--- config.mk ---
export PLATFORM = sky130hd
export DESIGN_NAME = dmem_img_reader_flat
export DESIGN_NICKNAME = d
export VERILOG_FILES = /design/src/rtl/dmem_img_reader_if.sv /design/src/rtl/dmem_img_reader.sv /design/src/flat_wrapper.sv
export SDC_FILE = /design/constraint.sdc
export NUM_CORES = 1
export LEC_CHECK = 0
export ABC_CLOCK_PERIOD_IN_PS = 2000
export BUFFER_PORTS_ARGS = -buffer_cell sky130_fd_sc_hd__clkbuf_2
export CAP_MARGIN = 20
export CORE_MARGIN = 1
export CORE_UTILIZATION = 46
export DETAILED_ROUTE_END_ITERATION = 10
export HOLD_SLACK_MARGIN = 0.1
export PLACE_DENSITY_LB_ADDON = 0.3
export SYNTH_ARGS = -nofsm -noshare
export SYNTH_HDL_FRONTEND = slang
export SYNTH_SLANG_ARGS = --single-unit
--- constraint.sdc ---
create_clock -name clk -period 2 [get_ports clk]
set_input_delay 0.3 -clock clk [delete_from_list [all_inputs] [get_ports clk]]
set_output_delay 0.3 -clock clk [all_outputs]
set_load 0.05 [all_outputs]
--- src/rtl/dmem_img_reader_if.sv ---
// rtl/dmem_img_reader_if.sv - DMEM read port and byte stream toward the SPART transmitter
interface dmem_img_reader_if;
    logic         dmem_rden;
    logic [6:0]   dmem_rdaddr;
    logic [255:0] dmem_rddata;
    logic [7:0]   tx_data;
    logic         tx_valid;
    logic         tx_ready;

    modport master (
        output dmem_rden,
        output dmem_rdaddr,
        input  dmem_rddata,
        output tx_data,
        output tx_valid,
        input  tx_ready
    );

    modport slave (
        input  dmem_rden,
        input  dmem_rdaddr,
        output dmem_rddata,
        input  tx_data,
        input  tx_valid,
        output tx_ready
    );
endinterface

--- src/rtl/dmem_img_reader.sv ---
// rtl/dmem_img_reader.sv - streams a stored grayscale image from DMEM out as bytes
module dmem_img_reader #(
    parameter logic [6:0] BASE_ADDR = 7'd0,
    parameter int         ROWS      = 28,
    parameter int         COLS      = 28,
    parameter int         RD_LAT    = 1,
    parameter bit         SEND_SYNC = 1'b1,
    parameter logic [7:0] SYNC_BYTE = 8'hA5
) (
    input  logic              clk,
    input  logic              rst_n,
    input  logic              start,
    output logic              busy,
    output logic              done,
    dmem_img_reader_if.master bus
);
    localparam int PW = COLS * 8;
    localparam int RW = (ROWS > 1) ? $clog2(ROWS) : 1;
    localparam int CW = (COLS > 1) ? $clog2(COLS) : 1;

    typedef enum logic [2:0] {IDLE, SYNC, READ, WAIT, SEND, DONE} state_t;

    state_t        state_q, state_d;
    logic [RW-1:0] row_q, row_d;
    logic [CW-1:0] col_q, col_d;
    logic [1:0]    lat_q, lat_d;
    logic [PW-1:0] shift_q, shift_d;

    logic          rden;
    logic [6:0]    rdaddr;
    logic [7:0]    tx_data;
    logic          tx_valid;

    // Only the packed pixel bytes of each word carry image data.
    if (PW < 256) begin : g_upper
        logic rddata_unused;
        assign rddata_unused = ^bus.dmem_rddata[255:PW];
    end

    // State and datapath registers; reset aborts any frame in flight.
    always_ff @(posedge clk or negedge rst_n) begin
        if (!rst_n) begin
            state_q <= IDLE;
            row_q   <= '0;
            col_q   <= '0;
            lat_q   <= '0;
            shift_q <= '0;
        end else begin
            state_q <= state_d;
            row_q   <= row_d;
            col_q   <= col_d;
            lat_q   <= lat_d;
            shift_q <= shift_d;
        end
    end

    // Next-state and state-decoded outputs; outputs depend only on registers.
    always_comb begin
        state_d  = state_q;
        row_d    = row_q;
        col_d    = col_q;
        lat_d    = lat_q;
        shift_d  = shift_q;
        busy     = 1'b0;
        done     = 1'b0;
        rden     = 1'b0;
        rdaddr   = '0;
        tx_data  = '0;
        tx_valid = 1'b0;
        case (state_q)
            IDLE: begin
                if (start) begin
                    row_d   = '0;
                    col_d   = '0;
                    state_d = SEND_SYNC ? SYNC : READ;
                end
            end
            SYNC: begin
                busy     = 1'b1;
                tx_valid = 1'b1;
                tx_data  = SYNC_BYTE;
                if (bus.tx_ready) begin
                    state_d = READ;
                end
            end
            READ: begin
                busy    = 1'b1;
                rden    = 1'b1;
                rdaddr  = BASE_ADDR + 7'(row_q);
                lat_d   = 2'(RD_LAT - 1);
                state_d = WAIT;
            end
            WAIT: begin
                busy = 1'b1;
                if (lat_q == 2'd0) begin
                    shift_d = bus.dmem_rddata[PW-1:0];
                    state_d = SEND;
                end else begin
                    lat_d = lat_q - 2'd1;
                end
            end
            SEND: begin
                busy     = 1'b1;
                tx_valid = 1'b1;
                tx_data  = shift_q[7:0];
                if (bus.tx_ready) begin
                    shift_d = shift_q >> 8;
                    if (col_q == CW'(COLS - 1)) begin
                        col_d = '0;
                        if (row_q == RW'(ROWS - 1)) begin
                            state_d = DONE;
                        end else begin
                            row_d   = row_q + RW'(1);
                            state_d = READ;
                        end
                    end else begin
                        col_d = col_q + CW'(1);
                    end
                end
            end
            DONE: begin
                done    = 1'b1;
                state_d = IDLE;
            end
            default: state_d = IDLE;
        endcase
    end

    assign bus.dmem_rden   = rden;
    assign bus.dmem_rdaddr = rdaddr;
    assign bus.tx_data     = tx_data;
    assign bus.tx_valid    = tx_valid;
endmodule

--- src/flat_wrapper.sv ---
// flat-port wrapper written by rule: the top's interface ports become plain ports
module dmem_img_reader_flat 
#(
    parameter logic [6:0] BASE_ADDR = 7'd0,
    parameter int         ROWS      = 28,
    parameter int         COLS      = 28,
    parameter int         RD_LAT    = 1,
    parameter bit         SEND_SYNC = 1'b1,
    parameter logic [7:0] SYNC_BYTE = 8'hA5
)
  (clk, rst_n, start, busy, done, bus_dmem_rden, bus_dmem_rdaddr, bus_dmem_rddata, bus_tx_data, bus_tx_valid, bus_tx_ready);
  dmem_img_reader_if bus_i ();
  input  logic clk;
  input  logic rst_n;
  input  logic start;
  output logic busy;
  output logic done;
  output wire logic [$bits(bus_i.dmem_rden)-1:0] bus_dmem_rden;
  output wire logic [$bits(bus_i.dmem_rdaddr)-1:0] bus_dmem_rdaddr;
  input wire logic [$bits(bus_i.dmem_rddata)-1:0] bus_dmem_rddata;
  output wire logic [$bits(bus_i.tx_data)-1:0] bus_tx_data;
  output wire logic [$bits(bus_i.tx_valid)-1:0] bus_tx_valid;
  input wire logic [$bits(bus_i.tx_ready)-1:0] bus_tx_ready;
  assign bus_dmem_rden = bus_i.dmem_rden;
  assign bus_dmem_rdaddr = bus_i.dmem_rdaddr;
  assign bus_i.dmem_rddata = bus_dmem_rddata;
  assign bus_tx_data = bus_i.tx_data;
  assign bus_tx_valid = bus_i.tx_valid;
  assign bus_i.tx_ready = bus_tx_ready;
  dmem_img_reader #(.BASE_ADDR(BASE_ADDR), .ROWS(ROWS), .COLS(COLS), .RD_LAT(RD_LAT), .SEND_SYNC(SEND_SYNC), .SYNC_BYTE(SYNC_BYTE)) u_core (.clk(clk), .rst_n(rst_n), .start(start), .busy(busy), .done(done), .bus(bus_i));
endmodule
; ---- Yosys cells after proc, flatten, opt, wreduce, memory -nomap -nowiden
; Index checks and enable logic that the tools add are counted.
[classes]
n_addsub = 3
n_eq_ne = 14
n_reduce_logical = 12
muxes = 26
[ops]
columns = cell, n
row1 = 224-bit two-way mux, 2
row2 = 224-bit one-hot mux with 2 select lines, 1
row3 = 5-bit two-way mux, 7
row4 = 5-bit one-hot mux with 2 select lines, 2
row5 = 3-bit two-way mux, 6
row6 = 8-bit one-hot mux with 2 select lines, 1
row7 = 3-bit one-hot mux with 5 select lines, 1
row8 = 5-bit by 1-bit adder with 5-bit output (second input constant), 2
row9 = 5-bit equality test (second input constant), 2
row10 = 2-bit != test (second input constant), 5
row11 = 5-bit AND reduction, 2
row12 = 3-bit by 2-bit equality test with 1-bit output (second input constant), 2
row13 = 3-bit equality test (second input constant), 2
row14 = 3-bit AND reduction, 2
row15 = 2-bit nonzero test, 3
row16 = 1-bit two-way mux, 4
row17 = 2-bit by 1-bit != test with 1-bit output (second input constant), 2
row18 = 2-bit one-hot mux with 2 select lines, 1
row19 = 4-bit OR reduction, 1
row20 = 3-bit by 1-bit equality test with 1-bit output (second input constant), 1
row21 = 3-bit zero test, 1
row22 = 2-bit zero test, 1
row23 = 2-bit two-way mux, 1
row24 = 2-bit AND reduction, 1
row25 = 2 further kinds, 2
[totals]
out_inout_bits = 19
register_bits = 239
in_bits = 260

; ---- Depth between registers and ports, before layout
[logic_depth]
depth_word = 5
depth_mapped = 7
depth_no_buf = 5

; ---- Worst setup path before layout
; OpenSTA, ideal clock, no wires.
[synth_timing]
path_type = register to output
startpoint = register u_core.state_q[2]
endpoint = output bus_dmem_rdaddr[0]
required_time_ps = 1700
path_stages_with_launch = 4
path_slack_ps = -232
arrival_ps = 1932
path_cell_list = dfrtp_1 -> nand2b_1 -> nor2_1 -> and2_1
[synth_via]
elab_chain_cells = 2
[synth_rtl]
columns = element, line_no
row1 = from (decl), dmem_img_reader.sv:23  ; state_t state_q, state_d;
row2 = from (signal assigned), dmem_img_reader.sv:49  ; state_q <= state_d;
row3 = 3-bit by 2-bit equality test with 1-bit output, dmem_img_reader.sv:70  ; case (state_q)
row4 = 5-bit two-way mux, dmem_img_reader.sv:70
row5 = to (decl), flat_wrapper.sv:19  ; output wire logic [$bits(bus_i.dmem_rdaddr)-1:0] bus_dmem_rdaddr;
; Every way passes these cells.

; ---- Worst setup path after layout
[layout_timing]
startpoint = register u_core.state_q[1]
endpoint = output bus_tx_data[6]
[layout_via]
elab_chain_cells = 2
elab_cells_between_ends = 3
classes_between = 2 x eq/ne / 1 x mux
[layout_rtl]
columns = element, line_no
row1 = 3-bit equality test / 3-bit by 1-bit equality test with 1-bit output (equally long branches), dmem_img_reader.sv:70
row2 = 8-bit one-hot mux with 2 select lines *, dmem_img_reader.sv:70
row3 = to (decl), flat_wrapper.sv:21  ; output wire logic [$bits(bus_i.tx_data)-1:0] bus_tx_data;
; Every way passes the cells marked *; elsewhere a longest branch is shown, timed or not.

==> flow_results.org <==
** Pwr
- Peak supply drop :: ~840 uV
- For this design the ratio of total power to cell area is 1386 nW/um^2.
- In this run the static leakage power is roughly 8.0 nW.

** Placed design
- Port buffering added between 200 and 250 buffers.
- Routability-driven placement finished with a final weighted congestion of 0.7658.
- Detailed placement ended at an HPWL of 18.65 mm.
- Summing all placed instances gives a cell area of 14190 um^2.
- Timing analysis after detailed placement gives a worst setup slack of 0.04988 ns.

** Clock network
- CTS placed an instance of sky130_fd_sc_hd__clkbuf_16 at the clock tree root.
- Number of clock buffers inserted by TritonCTS :: 27
- H-tree levels :: 1
- Clock slew at reported path FFs :: roughly 0.06 ns
- The clock passes through at most 3 buffers.
- Clock latency on the worst-skew pair, taken at its later pin, is 0.53 ns.
- TritonCTS built the clock tree.
- Num Clock Sinks :: 239

** Critical path
- The startpoint identified for the worst register-to-register timing path is u_core.state_q[1].
- Data on the critical path arrives at its endpoint at 1.75 ns.
- Gate family responsible for the most delay along the worst path :: simple AND/OR/NAND/NOR gates
- The critical path starts at u_core.state_q[1].
- The critical path is of the flop to output port type.
- At the worst endpoint, the required time is around 1.7 ns.
- On the worst path, the slowest cell contributes a delay of 0.41 ns.
- Crit. End Element :: output port
- WP buf/inv :: 2
- In this run the worst path has a maximum fanout of 5.
- Kind of start point of the critical path :: flop
- The largest individual stage delay along the critical path comes from the cell sky130_fd_sc_hd__dfrtp_1.
- Walking the worst path, the cells encountered are nor3b_4 -> buf_12 -> and2_4 -> clkbuf_16.

** STA
- The final hold violation count came to 0.
- Total count of max-transition violations in the final report :: 0
- Final worst path period share :: 102.3%
- Fmax :: between 400 and 500 MHz
- Clock period minus worst slack :: 2.047 ns
- Setup violations remaining at the end of the flow were counted as 8.
- Setup repair after global routing could not meet its margin everywhere.
- In the post-route analysis, the smallest setup slack over all paths is -0.04700 ns.
- Clock skew after layout :: ~0.012 ns
- Final Hold Slack :: around 0.11 ns
- Worst slew margin relative to its limit :: between 60 and 70%
- Worst-Margin Slew :: 0.5947 ns

** Job
- Total of max-cap violations :: 0

** Synth
- Of the post-synthesis cell area, the part taken by muxes is 41.41%.
- In this run, synthesis produced a sequential element count of between 200 and 250.
- Synthesis instantiated 46 different standard cells from the library.
- Post-synthesis xor/xnor area fraction :: 0.07291%
- Predominant post-synthesis flop cell :: sky130_fd_sc_hd__dfrtp_1
- Adder and majority gate portion of the synthesized area :: 0.3125%
- Synth area leader :: sky130_fd_sc_hd__dfrtp_1
- Share of synthesized flip-flops with an asynchronous set or reset :: 100.0%
- For this run, the number of Yosys warnings is 0.
- Post-synth design cell area :: around 12000 um^2
- Post-synth EDFFs :: 0
- Of the total synthesized cell area, the portion taken by AND, OR, NAND and NOR gates is 3.135%.
- In the synthesized netlist, the number of instances is 861.
- The synthesized netlist devotes 2.031% of its cell area to compound gates.
- Share of the yosys chip area belonging to registers :: 49.79%
- Of the post-synthesis cell area, the dominant cell type holds 49.79%.
- Mean instance size in the synthesized netlist :: between 10 and 15 um^2
- Sorting the synthesized cells by area gives the leading types as sky130_fd_sc_hd__dfrtp_1, sky130_fd_sc_hd__mux2_1, sky130_fd_sc_hd__mux2_2.
- Largest family of logic cells by synthesized area :: multiplexers

** Global route
- Maximum number of pins on one net before global-route repair :: 70
- Wire length of the first global-routing pass :: 44.91 mm
- Summed over all layers, the global routing overflow is 0.
- Number of antenna violations at the first check in global routing :: 0
- The via count of the first global-routing pass is 8972.
- Total routing resource utilization after global routing :: 20.97%

** Detailed routing
- For this run, design rule violations remaining after detail routing come to 0.
- Final antenna-violating net count :: 0
- The first detailed-routing pass took 4 iterations.
- Detailed-route via count :: 8381
- The routed design has 31.80 mm of wire.
- In the final routed layout, each cell accounts on average for 19.63 um.
- Average via count per standard cell :: 5.173
- After the first detailed-routing iteration, the DRC count stood at 389.

** Run status
- Violations in the final reports :: negative setup slack
- Status :: finished, violations left

** Finish
- For this run, the post-layout net count is approximately 1500.
- Post-route design area :: 17630 um^2
- Of the cells placed in the final design, the portion with a size suffix greater than 1 is slightly above 50%.
- The library cells used most frequently in the layout, excluding fill and tap cells, are sky130_fd_sc_hd__dfrtp_1, sky130_fd_sc_hd__clkbuf_2, sky130_fd_sc_hd__mux2_4, sky130_fd_sc_hd__mux2_1, sky130_fd_sc_hd__dlygate4sd3_1.
- Multi-input gate area :: between 6000 and 7000 um^2
- Growth of design area from synthesis to finish :: 46.75%
- Most common cell after layout, fill and taps aside :: sky130_fd_sc_hd__dfrtp_1
- Filler Cells Inserted :: approximately 1700
- Registers take 5981 um^2.

** Hold path
- The startpoint identified for the worst hold timing path is bus_dmem_rddata[19].
- HP Class :: input pin to flop

** Floorplanning
- The die covers 26770 um^2.
- Num ports :: 279
- The initialized floorplan defines 58 standard-cell rows.
- Initial cell density of the core :: 47.30%
- The die is 163.6 um wide.
- The floorplan step set the die height to roughly 160 um.
- The core region is 25400 um^2.
path summary, 6_finish.rpt:
kind / slack (ns) / cells past startpoint / to
max reg2reg: -0.03 / 6 / u_core.shift_q[75]
max: -0.05 / 4 / bus_tx_data[6]
min: 0.11 / 3 / u_core.shift_q[19]
min reg2reg: 0.48 / 1 / u_core.shift_q[159]
max in group asynchronous: 0.99 / 3 / u_core.shift_q[149]
min in group asynchronous: 0.34 / 2 / u_core.shift_q[37]
routing by layer:
layer	vias to the layer above	part of all wire, %	GRT usage, %
li1	3922	-	-
met1	4196	42	26.57
met2	217	51	36.50
met3	46	4.9	4.418
met4	0	2.1	4.840
met5	-	0	0
stage by stage:
step | cells | util, % | power (W) | setup TNS, ns
after global routing | 1619 | 69.39 | 0.02571 | -4.032
after global placement | 1434 | 55.87 | 0.01590 | 0
after CTS | 1598 | 64.64 | 0.02188 | -0.6253
final | 1620 | 69.40 | 0.02443 | -0.1757
after floorplan | 862 | - | 0.01375 | 0
after detailed placement | 1434 | 55.87 | 0.01623 | 0
cell usage after synthesis (2+ instances only):
cell                          n
sky130_fd_sc_hd__nand2_1     17
sky130_fd_sc_hd__or4_1        2
sky130_fd_sc_hd__o211ai_1     4
sky130_fd_sc_hd__mux2_2      71
sky130_fd_sc_hd__inv_1       15
sky130_fd_sc_hd__nor2_1       3
sky130_fd_sc_hd__and2_1       9
sky130_fd_sc_hd__nand2b_1     2
sky130_fd_sc_hd__mux2_1     361
sky130_fd_sc_hd__mux2i_1     11
sky130_fd_sc_hd__buf_2       36
sky130_fd_sc_hd__o21ai_0      6
sky130_fd_sc_hd__a31oi_1      2
sky130_fd_sc_hd__o31ai_1      3
sky130_fd_sc_hd__nand4b_1     2
sky130_fd_sc_hd__buf_4       17
sky130_fd_sc_hd__o22ai_1      2
sky130_fd_sc_hd__or2_2        2
sky130_fd_sc_hd__nor2b_1      2
sky130_fd_sc_hd__a211oi_1     2
sky130_fd_sc_hd__and4b_1      3
sky130_fd_sc_hd__dfrtp_1    239
sky130_fd_sc_hd__nand4_1      3
sky130_fd_sc_hd__a21oi_1      9
sky130_fd_sc_hd__nand3_1      9
sky130_fd_sc_hd__clkbuf_1     6
sky130_fd_sc_hd__o2bb2ai_1    2
sky130_fd_sc_hd__ha_1         3
flip-flops by register name, summed over array words and instances, names as in the netlist:
signal,count
u_core.col_q,5
u_core.lat_q,2
u_core.row_q,5
u_core.shift_q,224
u_core.state_q,3
power by group:
group / total, W / internal (W) / switching [W]
Clock: 0.00491 / 0.00292 / 0.00199
Combinational: 0.0108 / 0.00664 / 0.00417
Sequential: 0.00870 / 0.00729 / 0.00140
Total: 0.0244 / 0.0169 / 0.00757
repair_timing:
action	in CTS	in global routing
pin swaps	8	10
hold buffers	105	0
cloned	2	16
setup buffers	10	7
setup endpoints to repair	17	214
endpoints found under the hold margin	163	0
resized for setup	45	220
worst reg2reg max path: cells and delay by family, from the launching register on:
family / cells / cell delay [ns]
buf+inv: 3 / 0.50
flops: 1 / 0.41
mux: 2 / 0.67
simple gates: 1 / 0.33
layout make-up:
cell class / instances / share of cell area, %
Inverter: 15 / 0.3194
Clock buffer: 39 / 4.372
Clock inverter: 9 / 0.5891
Tap cell: 330 / 2.342
Sequential cell: 239 / 33.93
Antenna cell: 1 / 0.01420
Multi-Input combinational cell: 549 / 36.51
Timing Repair Buffer: 438 / 21.92
kinds of logic after synthesis:
| group | count (synthesis) |
|---|---|
| adder cells (fa/ha/maj) | 3 |
| AO/OA/AOI/OAI | 37 |
| AND/OR/NAND/NOR | 63 |
| XOR/XNOR | 1 |
| flip-flops | 239 |
| multiplexers | 443 |
| buffers and inverters | 74 |
| other | 1 |
(Power assumes the default switching activity.)
